### config.mk
export PLATFORM = sky130hd
export DESIGN_NAME = alu_mdu
export DESIGN_NICKNAME = d
export VERILOG_FILES = /design/src/rtl/alu_mdu.sv
export SDC_FILE = /design/constraint.sdc
export NUM_CORES = 1
export LEC_CHECK = 0
export BUFFER_PORTS_ARGS = -buffer_cell sky130_fd_sc_hd__buf_2
export CORE_MARGIN = 3
export CORE_UTILIZATION = 45
export DETAILED_ROUTE_END_ITERATION = 6
export PLACE_DENSITY_LB_ADDON = 0.08
export RECOVER_POWER = 50
export SKIP_LAST_GASP = 1
export SYNTH_ARGS = -nofsm -noshare
export SYNTH_HDL_FRONTEND = slang
export SYNTH_SLANG_ARGS = --single-unit
### constraint.sdc
create_clock -name clk -period 3.6 [get_ports clk]
set_clock_uncertainty 0.1 [all_clocks]
set_input_delay 0 -clock clk [delete_from_list [all_inputs] [get_ports clk]]
set_output_delay 0 -clock clk [all_outputs]
set_load 0.01 [all_outputs]
### src/rtl/alu_mdu.sv
// Iterative radix-2 RV32M multiply/divide unit with Start/Busy/Done handshake.
// Optional MDU_FAST_PATH_EN: divide-by-zero and signed overflow skip the iteration loop.
module alu_mdu #(
  parameter int WIDTH = 32
) (
  input  logic             clk,
  input  logic             reset,
  input  logic             Start,
  input  logic [WIDTH-1:0] A,
  input  logic [WIDTH-1:0] B,
  input  logic [2:0]       MDUControl,
  output logic             Busy,
  output logic             Done,
  output logic [WIDTH-1:0] Result
);

  localparam int CW = $clog2(WIDTH + 1);
  localparam logic [WIDTH-1:0] MINV = {1'b1, {(WIDTH-1){1'b0}}};

  typedef enum logic [1:0] {IDLE, CALC, DONE} state_t;

  state_t           state_q, state_n;
  logic [CW-1:0]    cnt_q, cnt_n;
  logic [2:0]       op_q, op_n;
  logic [WIDTH-1:0] ma_q, ma_n, mb_q, mb_n;
  logic [WIDTH-1:0] hi_q, hi_n, lo_q, lo_n;
  logic             negq_q, negq_n, negr_q, negr_n;
  logic             dz_q, dz_n, ovf_q, ovf_n;
  logic [WIDTH-1:0] res_q, res_n;

  // operand decode at accept time
  logic             a_sgn, b_sgn, a_neg, b_neg, is_div, dz_in, ovf_in;
  logic [WIDTH-1:0] a_mag, b_mag;

  always_comb begin
    is_div = MDUControl[2];
    a_sgn  = is_div ? ~MDUControl[0] : (MDUControl[1:0] != 2'b11);
    b_sgn  = is_div ? ~MDUControl[0] : (MDUControl[1:0] <= 2'b01);
    a_neg  = a_sgn & A[WIDTH-1];
    b_neg  = b_sgn & B[WIDTH-1];
    a_mag  = a_neg ? -A : A;
    b_mag  = b_neg ? -B : B;
    dz_in  = is_div & (B == '0);
    ovf_in = is_div & ~MDUControl[0] & (A == MINV) & (B == '1);
  end

  // one iteration: hi:lo is the product accumulator or remainder:quotient pair
  logic [WIDTH-1:0] addend;
  logic [WIDTH:0]   sum, sh, dif;
  logic             ge;
  logic [WIDTH-1:0] it_hi, it_lo;

  always_comb begin
    addend = lo_q[0] ? ma_q : '0;
    sum    = {1'b0, hi_q} + {1'b0, addend};
    sh     = {hi_q, lo_q[WIDTH-1]};
    dif    = sh - {1'b0, mb_q};
    ge     = (sh >= {1'b0, mb_q});
    if (op_q[2]) begin
      it_hi = ge ? dif[WIDTH-1:0] : sh[WIDTH-1:0];
      it_lo = {lo_q[WIDTH-2:0], ge};
    end else begin
      it_hi = sum[WIDTH:1];
      it_lo = {sum[0], lo_q[WIDTH-1:1]};
    end
  end

  // final sign fix and RISC-V boundary values
  logic [2*WIDTH-1:0] prod, prod_s;
  logic [WIDTH-1:0]   quo_s, rem_s, fin;

  always_comb begin
    prod   = {hi_q, lo_q};
    prod_s = negq_q ? -prod : prod;
    quo_s  = negq_q ? -lo_q : lo_q;
    rem_s  = negr_q ? -hi_q : hi_q;
    fin    = '0;
    if (!op_q[2]) begin
      fin = (op_q[1:0] == 2'b00) ? prod_s[WIDTH-1:0] : prod_s[2*WIDTH-1:WIDTH];
    end else if (dz_q) begin
      fin = op_q[1] ? (negr_q ? -ma_q : ma_q) : '1;
    end else if (ovf_q) begin
      fin = op_q[1] ? '0 : MINV;
    end else begin
      fin = op_q[1] ? rem_s : quo_s;
    end
  end

  always_comb begin
    state_n = state_q;
    cnt_n   = cnt_q;
    op_n    = op_q;
    ma_n    = ma_q;
    mb_n    = mb_q;
    hi_n    = hi_q;
    lo_n    = lo_q;
    negq_n  = negq_q;
    negr_n  = negr_q;
    dz_n    = dz_q;
    ovf_n   = ovf_q;
    res_n   = res_q;
    unique case (state_q)
      IDLE: begin
        if (Start) begin
          state_n = CALC;
          op_n    = MDUControl;
          ma_n    = a_mag;
          mb_n    = is_div ? b_mag : b_mag;
          hi_n    = '0;
          lo_n    = is_div ? a_mag : b_mag;
          negq_n  = a_neg ^ b_neg;
          negr_n  = a_neg;
          dz_n    = dz_in;
          ovf_n   = ovf_in;
`ifdef MDU_FAST_PATH_EN
          cnt_n   = (dz_in | ovf_in) ? '0 : CW'(WIDTH);
`else
          cnt_n   = CW'(WIDTH);
`endif
        end
      end
      CALC: begin
        if (cnt_q != '0) begin
          hi_n  = it_hi;
          lo_n  = it_lo;
          cnt_n = cnt_q - CW'(1);
        end else begin
          res_n   = fin;
          state_n = DONE;
        end
      end
      DONE:    state_n = IDLE;
      default: state_n = IDLE;
    endcase
  end

  always_ff @(posedge clk) begin
    if (reset) begin
      state_q <= IDLE;
      cnt_q   <= '0;
      op_q    <= '0;
      ma_q    <= '0;
      mb_q    <= '0;
      hi_q    <= '0;
      lo_q    <= '0;
      negq_q  <= 1'b0;
      negr_q  <= 1'b0;
      dz_q    <= 1'b0;
      ovf_q   <= 1'b0;
      res_q   <= '0;
    end else begin
      state_q <= state_n;
      cnt_q   <= cnt_n;
      op_q    <= op_n;
      ma_q    <= ma_n;
      mb_q    <= mb_n;
      hi_q    <= hi_n;
      lo_q    <= lo_n;
      negq_q  <= negq_n;
      negr_q  <= negr_n;
      dz_q    <= dz_n;
      ovf_q   <= ovf_n;
      res_q   <= res_n;
    end
  end

  assign Busy   = (state_q != IDLE);
  assign Done   = (state_q == DONE);
  assign Result = res_q;

endmodule
==> results of run 1 <==
-- repair_timing --
item | CTS | global route
endpoints found under the hold margin | 84 | 0
resized for setup | 0 | 15
setup endpoints to repair | 0 | 27
hold buffers | 76 | 0
-- state kept, by name, indices dropped and copies added (netlist names) --
register / count
Result: 32
hi_q: 32
lo_q: 32
ma_q: 32
mb_q: 32
cnt_q: 6
op_q: 3
state_q: 2
dz_q: 1
negq_q: 1
negr_q: 1
ovf_q: 1
-- per-layer routing --
| layer | vias to the layer above | track usage |
|---|---|---|
| met4 | 0 | 0.150 |
| met3 | 168 | 0.0723 |
| met2 | 953 | 0.556 |
| met5 | - | 0 |
| li1 | 8687 | - |
| met1 | 8878 | 0.498 |
-- worst max-delay path: stages, from the launching register on --
cell and delay (ns):
dfxtp_1 0.34, inv_1 0.08, ha_1 0.42, nand2_1 0.16, or4_1 0.53, nor3_1 0.34, a31o_2 0.25, nand2b_1 0.14
o21a_1 0.18, buf_12 0.18, nor2_1 0.10, a222oi_1 0.35, o21ai_0 0.15
-- power breakdown --
group | switching, mW | total, mW | internal, mW
clock network | 0.987 | 1.98 | 0.992
logic | 3.62 | 5.67 | 2.06
registers | 0.457 | 2.75 | 2.29
total | 5.06 | 10.4 | 5.34
-- worst paths after layout --
kind	endpoint	slack [ns]	depth (start not counted)
max	hi_q[23]	0.13	12
min	ma_q[1]	0.04	5
max reg2reg	hi_q[23]	0.13	12
min reg2reg	Result[25]	0.36	2
-- cell type report --
cell class,count,area [um2],share of cell area
Inverter,82,308,0.0159
Clock inverter,15,169,0.00874
Multi-Input combinational cell,1866,12100,0.625
Tap cell,461,577,0.0298
Antenna cell,1,2.50,0.000129
Clock buffer,17,425,0.0220
Sequential cell,175,3510,0.182
Timing Repair Buffer,313,2250,0.117
-- metrics by stage --
step,setup TNS (ns),std cells
2_1_floorplan,0,2293
3_3_place_gp,0,2821
6_report,0,2930
3_5_place_dp,0,2821
5_1_grt,-0.0353,2929
4_1_cts,0,2929
-- cells by family (layout without fill, tap and decap cells) --
group,Yosys count,count (layout),synth area share
buf+inv,252,427,0.0588
compound gates,699,699,0.280
other cells,0,1,0
flops,175,175,0.212
xor+xnor,218,218,0.116
mux,63,63,0.0386
fa+ha+maj,74,74,0.0570
simple gates,812,812,0.238
-- Yosys cell counts, drive strengths merged (39+ instances only) --
master	n	share of area
nor3	59	0.018
o21ai	155	0.047
and2	49	0.019
nand2	209	0.048
xnor2	99	0.053
a21oi	162	0.049
a211oi	102	0.046
nor2	248	0.057
ha	72	0.055
dfxtp	175	0.21
clkbuf	156	0.036
xor2	119	0.063
a21o	42	0.019
nor4	39	0.015
mux2i	58	0.035
inv	81	0.018
nand3	41	0.012
==> reports/results.tsv, run 1 <==
metric	value	unit
Die Span Y	197	um
Final setup violation count	0	
Routed WL	72400	um
effective utilization at floorplan	0.461	
DR pass1 iterations	5	
CP Capture Type	register	
Core Util, Final	0.540	
vias in the first global route	17363	
final total power	10.4	mW
Port-buffer cells	103	
Yosys cell types	79	
syn avg cell area	7.20	um2
share of cells above drive strength 1	0.109	
I/O pin count	104	
f_max	288	MHz
DR top layer	met4	
core region area	35800	um2
Max Cap Violations	0	
Slew @ Worst Pin	1.12	ns
P per Cell Area	538	nW/um2
Post-synth EDFFs	0	
CTS Buffer Depth	2	
fin area	19300	um2
Worst EP required	3.82	ns
post-synthesis net count	2437	
# rows	69	
Clock transition at path regs	0.08	ns
CP Class	reg2reg	
Hold Violations, Final	0	
CTS root buf	clkbuf_16	
register area share after synthesis	0.212	
Total GRT Usage	0.362	
Die W	197	um
synthesized area	16500	um2
DRC Markers	0	
min-delay worst type	in2reg	
P_leak	7.88	nW
Hold Path Origin	A[1]	
Layout fillers	3534	
Num CTS Buffers	17	
most frequent cells in the layout	246 x nor2_1, 209 x nand2_1, 171 x dfxtp_1	
Sink Count	175	
Tcrit/Tclk final	0.965	
CTS tree	done	
Max Fanout on Critical Path	18	
final net count	2599	
Final Max Tran Viols	0	
initial antenna violation count	0	
Metal-1 WL	31000	um
routed wl met3	6560	um
overall via count from detail_route	18686	
GP Congestion	1.02	
data arrival time of the critical path	3.69	ns
R2R Path Start	mb_q[16]	
pre-CTS WS	0.0882	ns
H-Tree Depth	4	
first-pass GRT wire length	107000	um
clock period minus worst slack	3.47	ns
ANT nets after route	0	
DP HPWL	56100	um
Ys Warns	0	
worst vdd ir	0.386	mV
post-route setup slack	0.127	ns
relative slew slack	0.247	
largest net degree at the start of global routing	78	
RSZ-0062 raised after global routing	yes	
Met2 Routed Length	31400	um
Routed WL per cell	24.7	um
postcts setup bufs	0	
Worst-Skew Late Latency	0.47	ns
CP Launch Type	register	
placed instance area	18000	um2
Die Area	39000	um2
Yosys reg bits	175	
ys async rst share	0	
total gr overflow	0	
Area Overhead vs Synth	17.2	%
vias per std cell	6.38	
initial DRC count	2051	
status	completed	
Most used DFF post-synth	dfxtp_1	
Critical Path Start	mb_q[16]	
Min Hold Slack	0.0410	ns
Cells after Synth	2293	
most common cell after layout, fill and taps aside	nor2_1	
Note: power is estimated with default switching activity, not from simulation.
==> run 2: changes to the inputs <==
==> constraint.sdc (replaced) <==
create_clock -name clk -period 3.6 [get_ports clk]
set_clock_uncertainty 0.1 [all_clocks]
set_input_delay 0.36 -clock clk [delete_from_list [all_inputs] [get_ports clk]]
set_output_delay 0.36 -clock clk [all_outputs]
set_load 0.01 [all_outputs]
==> run 2 against run 1 <==
Global-route usage down 0.50 points. Largest cell class unchanged. Largest power group unchanged. Hold slack better by 0.032 ns. Via count down 2.5%. Fmax down 1.0%.
==> reports/results.tsv, run 2 (synthesis results as in run 1) <==
metric	value	unit	change
status	completed		unchanged
most common cell after layout, fill and taps aside	nor2_1		unchanged
R2R depth	14		was 12
Port-buffer cells	103		unchanged
Max Cap Violations	0		unchanged
Non-Filler Instances	2862		was 2930
CP Depth	14		was 12
met1 Use GR	0.502		was 0.498
critical path's top delay family	compound AO/OA/AOI/OAI gates		was simple AND/OR/NAND/NOR gates
first-pass GRT wire length	105000	um	was 107000 um
final net count	2532		was 2599
Slew @ Worst Pin	1.09	ns	was 1.12 ns
critical path's slowest cell	fa_1		was or4_1
DP HPWL	56700	um	was 56100 um
post-route setup slack	0.0901	ns	was 0.127 ns
Num CTS Buffers	17		unchanged
Clock transition at path regs	0.07	ns	was 0.08 ns
met2 Usage GRT	0.548		was 0.556
P_leak	7.57	nW	was 7.88 nW
effective utilization at floorplan	0.461		unchanged
relative slew slack	0.275		was 0.247
clock period minus worst slack	3.51	ns	was 3.47 ns
Worst-Skew Late Latency	0.46	ns	was 0.47 ns
Area Overhead vs Synth	12.6	%	was 17.2%
RSZ-0062 raised after global routing	yes		unchanged
CTS tree	done		unchanged
final antenna diode count	0		was 1
vias in the first global route	16873		was 17363
vias per std cell	6.36		was 6.38
initial antenna violation count	1		was 0
DR pass1 iterations	6		was 5
Critical Path Start	lo_q[31]		was mb_q[16]
worst vdd ir	0.465	mV	was 0.386 mV
Die Area	39000	um2	unchanged
Worst EP required	3.82	ns	about the same
core region area	35800	um2	unchanged
grt peak-use layer	met2		unchanged
Total GRT Usage	0.357		was 0.362
Buf+Inv Stages, Crit Path	4		was 2
pre-CTS WS	0.124	ns	was 0.0882 ns
total gr overflow	0		unchanged
CP Class	reg2reg		unchanged
min-delay worst type	in2reg		unchanged
worst setup path endpoint	hi_q[26]		was hi_q[23]
Placed Instances	2830		was 2821
Routed WL	71600	um	was 72400 um
CP Launch Type	register		unchanged
CTS Buffer Depth	2		unchanged
Die W	197	um	unchanged
data arrival time of the critical path	3.73	ns	was 3.69 ns
P per Cell Area	549	nW/um2	was 538 nW/um2
CP Capture Type	register		unchanged
crit-path max cell delay	0.42	ns	was 0.53 ns
worst-path cell chain	inv_1 -> ha_1 -> inv_1 -> fa_1 -> a211oi_1 -> buf_4 -> nor4_1 -> nor2_1 -> a21oi_1 -> a21oi_1 -> inv_1 -> a21oi_1 -> xor2_1 -> o221ai_1		was inv_1 -> ha_1 -> nand2_1 -> or4_1 -> nor3_1 -> a31o_2 -> nand2b_1 -> o21a_1 -> buf_12 -> nor2_1 -> a222oi_1 -> o21ai_0
GP Congestion	1.01		was 1.02
H-Tree Depth	4		unchanged
f_max	285	MHz	was 288 MHz
Layout fillers	3667		was 3534
Tcrit/Tclk final	0.975		was 0.965
# rows	69		unchanged
initial DRC count	2160		was 2051
Routed WL per cell	25.0	um	was 24.7 um
global routing met3 resource utilization	0.0607		was 0.0723
Die Span Y	197	um	unchanged
Hold Violations, Final	0		unchanged
R2R Path Start	lo_q[31]		was mb_q[16]
I/O pin count	104		unchanged
most frequent cells in the layout	246 x nor2_1, 209 x nand2_1, 172 x dfxtp_1		was 246 x nor2_1, 209 x nand2_1, 171 x dfxtp_1
CTS root buf	clkbuf_16		unchanged
Final setup violation count	0		unchanged
Max Fanout on Critical Path	3		was 18
final total power	10.2	mW	was 10.4 mW
share of cells above drive strength 1	0.112		was 0.109
largest net degree at the start of global routing	107		was 78
postcts setup bufs	0		unchanged
RR Endpoint	hi_q[26]		was hi_q[23]
Final Max Tran Viols	0		unchanged
DRC Markers	0		unchanged
overall via count from detail_route	18213		was 18686
ANT nets after route	0		unchanged
Sink Count	175		unchanged
reg-to-reg slack, setup	0.09	ns	was 0.13 ns
==> run 2: worst min-delay path by stage <==
stage               cells after the start          to          start  slack, ns
finish                                  3     op_q[1]  MDUControl[1]       0.07
global route                            3     op_q[1]  MDUControl[1]       0.09
CTS                                     3     op_q[1]  MDUControl[1]       0.06
detailed placement                      1  Result[23]     Result[23]       0.33
global placement                        1  Result[23]     Result[23]       0.33
floorplan                               2     mb_q[0]        mb_q[0]       0.34
==> run 2: final cells by class <==
cell class	count	area, um2	share of cell area
well taps	461	577	0.0310
repair buffers	246	1550	0.0836
flip-flops and latches	175	3510	0.189
inverters	82	308	0.0166
clock buffers	21	462	0.0249
clock inverters	11	96.3	0.00519
multi-input cells	1866	12100	0.650
==> run 2: repair_timing <==
item | in CTS | in global routing
resized for setup | 0 | 11
endpoints found under the setup margin | 0 | 11
hold buffers | 0 | 0
==> run 2: per-layer routing <==
layer / routed length (um) / vias to the layer above
met2: 31300 / 913
li1: - / 8521
met5: 0 / -
met3: 6240 / 124
met4: 2830 / 0
met1: 31300 / 8655
==> run 2: per-stage QoR <==
stage               instance area, um2  hold WS (ns)   util  setup TNS, ns
global placement                 18100         0.331  0.504              0
global route                     18600        0.0859  0.518         -0.117
CTS                              18600        0.0566  0.520              0
floorplan                        16500         0.341      -              0
finish                           18600        0.0727  0.518              0
detailed placement               18100         0.334  0.504              0
==> run 2: worst reg2reg max path, cell delays in order, from the launching register on <==
cell	delay [ns]
dfxtp_1	0.31
inv_1	0.19
ha_1	0.24
inv_1	0.06
fa_1	0.42
a211oi_1	0.36
buf_4	0.19
nor4_1	0.04
nor2_1	0.27
a21oi_1	0.21
a21oi_1	0.32
inv_1	0.07
a21oi_1	0.18
xor2_1	0.26
o221ai_1	0.16
==> run 2: power breakdown <==
part	switching, mW	total [mW]	internal (mW)
Sequential	0.419	2.71	2.29
Combinational	3.62	5.62	2.00
Clock	0.921	1.87	0.948
Total	4.96	10.2	5.24
==> run 3: changes to the inputs <==
RECOVER_POWER = not set   (was 50)
==> run 3 against run 2 <==
Worst setup slack better by 0.011 ns. Critical endpoint unchanged. Total power increased by 0.23%. Flip-flop and latch count unchanged. Combinational power is essentially flat. Via count about the same. Die area unchanged.
==> reports/results.tsv, run 3 (synthesis results as in run 1) <==
metric	value	unit	change
status	completed		unchanged
reg-to-reg slack, setup	0.10	ns	was 0.09 ns
Die Area	39000	um2	unchanged
R2R Path Start	lo_q[31]		unchanged
initial DRC count	2187		was 2160
Worst-Skew Late Latency	0.46	ns	about the same
P_leak	7.77	nW	was 7.57 nW
DRC Markers	0		unchanged
first-pass GRT wire length	105000	um	unchanged
Die Span Y	197	um	unchanged
Buf+Inv Stages, Crit Path	4		unchanged
Final setup violation count	0		unchanged
Max Fanout on Critical Path	3		unchanged
initial antenna violation count	1		unchanged
vias in the first global route	16873		unchanged
Clock transition at path regs	0.07	ns	about the same
share of cells above drive strength 1	0.133		was 0.112
RSZ-0062 raised after global routing	yes		unchanged
Port-buffer cells	103		unchanged
Routed WL per cell	25.0	um	about the same
CTS root buf	clkbuf_16		unchanged
CP Class	reg2reg		unchanged
total gr overflow	0		unchanged
clock period minus worst slack	3.50	ns	was 3.51 ns
crit-path max cell delay	0.42	ns	about the same
most frequent cells in the layout	246 x nor2_1, 209 x nand2_1, 172 x dfxtp_1		unchanged
CP Depth	14		unchanged
Final Max Tran Viols	0		unchanged
critical path's slowest cell	fa_1		unchanged
f_max	286	MHz	was 285 MHz
Worst EP required	3.82	ns	about the same
vias per std cell	6.37		was 6.36
RR Endpoint	hi_q[26]		unchanged
Tcrit/Tclk final	0.972		was 0.975
DP HPWL	56700	um	unchanged
final antenna diode count	0		unchanged
Sink Count	175		unchanged
H-Tree Depth	4		unchanged
min-delay worst type	in2reg		unchanged
# rows	69		unchanged
final total power	10.2	mW	about the same
effective utilization at floorplan	0.461		unchanged
Total GRT Usage	0.357		unchanged
TNS Setup	0	ns	unchanged
P per Cell Area	548	nW/um2	was 549 nW/um2
Hold Path Origin	MDUControl[1]		unchanged
Die W	197	um	unchanged
worst setup path endpoint	hi_q[26]		unchanged
CP Capture Type	register		unchanged
Slew @ Worst Pin	0.871	ns	was 1.09 ns
relative slew slack	0.414		was 0.275
overall via count from detail_route	18227		was 18213
largest net degree at the start of global routing	107		unchanged
Num CTS Buffers	17		unchanged
Critical Path Start	lo_q[31]		unchanged
final net count	2532		unchanged
critical path's top delay family	compound AO/OA/AOI/OAI gates		unchanged
most common cell after layout, fill and taps aside	nor2_1		unchanged
ANT nets after route	0		unchanged
Routed WL	71600	um	about the same
CP Launch Type	register		unchanged
CTS Buffer Depth	2		unchanged
hold_buf cts	0		unchanged
worst vdd ir	0.468	mV	was 0.465 mV
I/O pin count	104		unchanged
core region area	35800	um2	unchanged
Placed Instances	2830		unchanged
worst-path cell chain	inv_1 -> ha_1 -> inv_1 -> fa_1 -> a211oi_1 -> buf_4 -> nor4_1 -> nor2_1 -> a21oi_1 -> a21oi_1 -> inv_1 -> a21oi_1 -> xor2_1 -> o221ai_1		unchanged
DR pass1 iterations	5		was 6
GP Congestion	1.01		unchanged
CTS tree	done		unchanged
Area Overhead vs Synth	13.1	%	was 12.6%
data arrival time of the critical path	3.72	ns	was 3.73 ns
R2R depth	14		unchanged
Non-Filler Instances	2862		unchanged
Max Cap Violations	0		unchanged
Hold Violations, Final	0		unchanged
==> run 3: worst min path at each step <==
stage	slack [ns]	to	cells after the start
detailed placement	0.33	Result[23]	1
CTS	0.06	op_q[1]	3
global placement	0.33	Result[23]	1
floorplan	0.34	mb_q[0]	2
finish	0.08	op_q[1]	3
global route	0.09	op_q[1]	3
==> run 3: report_power, final <==
part | internal [mW] | switching (mW)
Clock | 0.948 | 0.924
Combinational | 2.03 | 3.61
Sequential | 2.29 | 0.419
==> run 3: layout make-up <==
cell class	instances	area [um2]
fillers	3639	17200
multi-input cells	1866	12100
flip-flops and latches	175	3510
repair buffers	246	1640
well taps	461	577
clock buffers	21	462
inverters	82	308
clock inverters	11	96.3
==> run 3: metrics by stage <==
| step | hold WS, ns | setup slack, ns | utilization | cell area [um2] |
|---|---|---|---|---|
| 6_report | 0.0795 | 0.101 | 0.521 | 18700 |
| 3_5_place_dp | 0.334 | 0.124 | 0.504 | 18100 |
| 3_3_place_gp | 0.331 | 0.146 | 0.504 | 18100 |
| 2_1_floorplan | 0.341 | 0.366 | - | 16500 |
| 5_1_grt | 0.0859 | -0.117 | 0.521 | 18700 |
| 4_1_cts | 0.0566 | 0.0985 | 0.520 | 18600 |
==> run 3: worst min-delay path, cell delays in order <==
cell,delay (ns)
buf_2,0.13
nand2_1,0.05
a21oi_1,0.05
==> run 3: timing repair <==
action / CTS / global route
buffers inserted: 0 / 0
setup endpoints to repair: 0 / 11
resized for setup: 0 / 11
==> run 3: metal layers <==
layer / GRT usage / vias to the layer above / wire (um)
met5: 0 / - / 0
met2: 0.548 / 888 / 31200
met4: 0.137 / 0 / 2930
met1: 0.502 / 8676 / 31300
met3: 0.0607 / 133 / 6140
li1: - / 8530 / -
